## config.mk

```make
export PLATFORM = sky130hd
export DESIGN_NAME = tt_lut_eval
export DESIGN_NICKNAME = d
export VERILOG_FILES = /design/src/rtl/tt_lut_eval.sv
export SDC_FILE = /design/constraint.sdc
export NUM_CORES = 1
export LEC_CHECK = 0
export ABC_AREA = 1
export BUFFER_PORTS_ARGS = -buffer_cell sky130_fd_sc_hd__buf_4
export CAP_MARGIN = 10
export CORE_ASPECT_RATIO = 1.25
export CORE_MARGIN = 2
export CORE_UTILIZATION = 55
export DETAILED_ROUTE_END_ITERATION = 7
export PLACE_DENSITY = 0.75
export SYNTH_ARGS = -nofsm -noshare
export SYNTH_HDL_FRONTEND = slang
export SYNTH_SLANG_ARGS = --single-unit
```

## constraint.sdc

```tcl
create_clock -name clk -period 3.1 [get_ports clk]
set_clock_uncertainty 0.1 [all_clocks]
set_input_delay 0.465 -clock clk [delete_from_list [all_inputs] [get_ports clk]]
set_output_delay 0.465 -clock clk [all_outputs]
set_load 0.01 [all_outputs]
```

## src/rtl/tt_lut_eval.sv

```systemverilog
// Truth-table evaluator: serially reloadable LUT with a small in-order result buffer.
// Optional macro TT_EVAL_COUNT_EN adds ones_cnt, a saturating count of popped 1 results.
//
// state  | meaning
// IDLE   | no load active, cfg_valid ignored
// LOAD   | shifting serial table bits into the shadow register
// COMMIT | one cycle: shadow copied to the active table
module tt_lut_eval #(
  parameter int                    N_IN       = 3,
  parameter logic [(1<<N_IN)-1:0]  TT_RESET   = 8'h3D,
  parameter int                    OBUF_DEPTH = 2
) (
  input  logic            clk,
  input  logic            rst,
  input  logic            cfg_start,
  input  logic            cfg_valid,
  input  logic            cfg_bit,
  output logic            cfg_busy,
  input  logic            in_valid,
  output logic            in_ready,
  input  logic [N_IN-1:0] in_vec,
  output logic            out_valid,
  input  logic            out_ready,
  output logic            out
`ifdef TT_EVAL_COUNT_EN
  ,
  output logic [15:0]     ones_cnt
`endif
);

  localparam int TW = 1 << N_IN;
  localparam int CW = $clog2(TW) + 1;
  localparam int PW = $clog2(OBUF_DEPTH);
  localparam logic [CW-1:0] LAST_BIT = CW'(TW - 1);
  localparam logic [PW:0]   FULL     = (PW + 1)'(OBUF_DEPTH);

  typedef enum logic [1:0] {IDLE, LOAD, COMMIT} state_t;

  state_t          state_q, state_d;
  logic [CW-1:0]   cnt_q, cnt_d;
  logic [TW-1:0]   shadow_q, shadow_d;
  logic [TW-1:0]   table_q, table_d;

  logic            mem_q [OBUF_DEPTH];
  logic [PW-1:0]   wr_ptr_q, rd_ptr_q;
  logic [PW:0]     count_q;
  logic            ready_en_q;

  logic            push, pop, eval_bit;
  logic [N_IN-1:0] row;

  // Configuration FSM state, bit counter, shadow and active table registers
  always_ff @(posedge clk or posedge rst) begin
    if (rst) begin
      state_q  <= IDLE;
      cnt_q    <= '0;
      shadow_q <= '0;
      table_q  <= TT_RESET;
    end else begin
      state_q  <= state_d;
      cnt_q    <= cnt_d;
      shadow_q <= shadow_d;
      table_q  <= table_d;
    end
  end

  // Next-state logic: a restart in LOAD discards the shadow, only COMMIT touches the table
  always_comb begin
    state_d  = state_q;
    cnt_d    = cnt_q;
    shadow_d = shadow_q;
    table_d  = table_q;
    case (state_q)
      IDLE: begin
        if (cfg_start) begin
          state_d  = LOAD;
          cnt_d    = '0;
          shadow_d = '0;
        end
      end
      LOAD: begin
        if (cfg_start) begin
          cnt_d    = '0;
          shadow_d = '0;
        end else if (cfg_valid) begin
          shadow_d = {shadow_q[TW-2:0], cfg_bit};
          cnt_d    = cnt_q + 1'b1;
          if (cnt_q == LAST_BIT) state_d = COMMIT;
        end
      end
      COMMIT: begin
        table_d = shadow_q;
        state_d = IDLE;
      end
      default: state_d = IDLE;
    endcase
  end

  assign cfg_busy = (state_q != IDLE);

  // Table row for in_vec: MSB holds the all-zero row, so the bit index is the complement
  assign row       = ~in_vec;
  assign eval_bit  = table_q[row];

  assign in_ready  = ready_en_q & (count_q != FULL);
  assign out_valid = (count_q != '0);
  assign out       = out_valid & mem_q[rd_ptr_q];
  assign push      = in_valid & in_ready;
  assign pop       = out_valid & out_ready;

  // Result FIFO; ready_en_q holds in_ready low until the first edge after reset
  always_ff @(posedge clk or posedge rst) begin
    if (rst) begin
      for (int i = 0; i < OBUF_DEPTH; i++) mem_q[i] <= 1'b0;
      wr_ptr_q   <= '0;
      rd_ptr_q   <= '0;
      count_q    <= '0;
      ready_en_q <= 1'b0;
    end else begin
      ready_en_q <= 1'b1;
      if (push) begin
        mem_q[wr_ptr_q] <= eval_bit;
        wr_ptr_q        <= wr_ptr_q + 1'b1;
      end
      if (pop) rd_ptr_q <= rd_ptr_q + 1'b1;
      case ({push, pop})
        2'b10:   count_q <= count_q + 1'b1;
        2'b01:   count_q <= count_q - 1'b1;
        default: count_q <= count_q;
      endcase
    end
  end

`ifdef TT_EVAL_COUNT_EN
  logic [15:0] ones_cnt_q;

  // Saturating count of popped 1 results, cleared whenever a new table commits
  always_ff @(posedge clk or posedge rst) begin
    if (rst) begin
      ones_cnt_q <= '0;
    end else if (state_q == COMMIT) begin
      ones_cnt_q <= '0;
    end else if (pop && out && (ones_cnt_q != 16'hFFFF)) begin
      ones_cnt_q <= ones_cnt_q + 16'd1;
    end
  end

  assign ones_cnt = ones_cnt_q;
`endif

endmodule

```

==> results.cfg <==
[sta]
relSlewSlack = 0.3064
post-route-min-period_ns = 1.731
min_period_over_period = 0.5583
fmax_ghz = 0.5778
finalSetupViolations = 0
worst_hold_slack_ns = 0.2554
rsz0062_at_grt = false
timing.final.ws_setup_ns = 1.369
max_slew.worst_pin.slew_ns = 1.039
hold_viol = 0
tns_ns = 0
drv_slew = 0

[global_route]
grt-ovfl-total = 0
first_global_vias = 1011
grt_max_degree = 30
track_usage = 0.2173
antenna_found_initial = 0
grt_first_pass_wirelength_mm = 4.167

[placed_design]
dp_hpwl_mm = 1.817
port_buffers = 13
placed_area_um2 = 1458
place.gp.congestion = 0.7524
place_ws_ns = 1.365

[final_layout]
final_layout_size_suffix_gt1_frac = 0.1860
final_common_cell = nand2_1
syn2layout_area_growth_pct = 13.04
most-common-layout-cells = nand2_1 (37), inv_1 (27), dfrtp_1 (24), buf_4 (13), o21ai_0 (10)
fin_util = 0.6676
fin_nets = 183
fin_area_um2 = 1508
diodes = 0

[synthesis]
synth_fp_nets = 165
ys_warn_count = 0
ys_ff_latch = 29
synth-edff-count = 0
syn-cell-area_um2 = 1334
syn_inst = 153
seq_area_frac_synth = 0.5488
synthArstFlopShare = 1.000
syn_avg_cell_area_um2 = 8.718
synth.distinct_cells = 26
synth_ff_type = dfrtp_1

[floorplanning]
die_area_um2 = 2837
die_w_um = 48.05
start_util = 0.5906
rows = 19
core_um2 = 2258
io_pins = 14
fp.dieH_um = 59.06

[run]
drv.max_cap_violation_count = 0

[detailed_routing]
drtIter0Drc = 16
drcViolationCount = 0
drtAntennaViolNets = 0
routedWlPerCell_um = 11.80
viasPerCell = 4.970
first_pass_iters = 6
num_vias = 1009
wl_mm = 2.396

[worst_setup_path]
start_kind = register
cp-end-kind = register
worstPathMaxFanout = 5
crit_type = register to register
worst_ep_required_time_ns = 3.21
worstPathArrival_ns = 1.84

[clock_network]
cts_tree = built
post-cts-setup-buffer-count = 0
numCtsBuffers = 5
root_buffer = clkbuf_4
htree_levels = 2
cts.sink_count = 29
cts_resized = 0
clk_path_buf_depth = 2
clock_latency_ns = 0.33
clk_pin_slew_ns = 0.09
postCtsHoldBufs = 0

[power_and_ir_drop]
power_density_nw_per_um2 = 629.9
ir_drop_mv = 0.4969
p_leak_nw = 0.7352

[run_status]
status = finished, final reports clean

[min_path]
min_path_type = input pin to register
## per-layer routing
layer | share of wire | global-route usage | up-vias
met4 | 0.014 | 0.1158 | 0
li1 | - | - | 515
met2 | 0.54 | 0.3733 | 22
met5 | 0 | 0 | -
met1 | 0.39 | 0.2325 | 468
met3 | 0.047 | 0.05488 | 4
## worst max-delay path, stage by stage, from the launching register on
cell,delay (ns)
dfrtp_1,0.44
nor2_1,0.15
inv_1,0.07
nand2_1,0.09
inv_1,0.05
ha_1,0.31
a21oi_1,0.11
o21ai_0,0.13
xnor2_1,0.16
## where the power goes
part	internal, W	switching, W	leakage [nW]	total [W]
Sequential	0.000439	0.0000595	0.364	0.000499
Clock	0.0000881	0.000123	0.0293	0.000211
Combinational	0.000110	0.000130	0.342	0.000240
Total	0.000637	0.000312	0.735	0.000950
## cell families (layout without fill, tap and decap cells)
logic type | Yosys count | count (layout) | share of synthesized area
other cells | 1 | 1 | 0.002812
compound gates | 26 | 26 | 0.1201
simple gates | 60 | 60 | 0.1961
fa+ha+maj | 2 | 2 | 0.01876
xor+xnor | 3 | 3 | 0.01970
buf+inv | 32 | 51 | 0.09381
flops | 29 | 29 | 0.5488
## state kept, by name, indices dropped and copies added (netlist names)
register,flops
shadow_q,8
table_q,8
wr_ptr_q,1
rd_ptr_q,1
ready_en_q,1
state_q,2
mem_q,2
count_q,2
cnt_q,4
## Yosys cell counts (2+ instances only)
cell type,number,area share
dfstp_2,5,0.099
dfrtp_1,24,0.45
nand3_1,8,0.030
a21oi_1,3,0.011
o22ai_1,8,0.038
nor2_1,9,0.025
nand2_1,37,0.10
o21ai_0,10,0.038
o21ai_1,2,0.0075
ha_1,2,0.019
inv_2,3,0.0084
xnor2_1,2,0.013
inv_1,27,0.076
## area by class of cell
| cell class | count | area, um2 |
|---|---|---|
| Clock buffer | 7 | 45.04 |
| Clock inverter | 1 | 5.005 |
| Fill cell | 183 | 750.7 |
| Inverter | 30 | 112.6 |
| Multi-Input combinational cell | 92 | 476.7 |
| Sequential cell | 29 | 732.0 |
| Tap cell | 31 | 38.79 |
| Timing Repair Buffer | 13 | 97.59 |
## stage by stage
stage	power [W]	instances
final	0.0009497	203
after global routing	0.001019	203
after detailed placement	0.0007488	195
after floorplan	0.0006641	153
after CTS	0.0009615	203
after global placement	0.0007275	195
## final timing paths
kind / start / to / slack, ns / cells past startpoint
setup reg to reg: count_q[0] / count_q[1] / 1.37 / 8
min in group asynchronous: rst / state_q[0] / 0.28 / 2
hold / removal: cfg_bit / shadow_q[0] / 0.26 / 3
max in group asynchronous: rst / mem_q[1] / 1.97 / 2
hold reg to reg: table_q[4] / table_q[4] / 0.39 / 2
setup / recovery: count_q[0] / count_q[1] / 1.37 / 8
No activity file was read; power rests on OpenSTA's default activity.
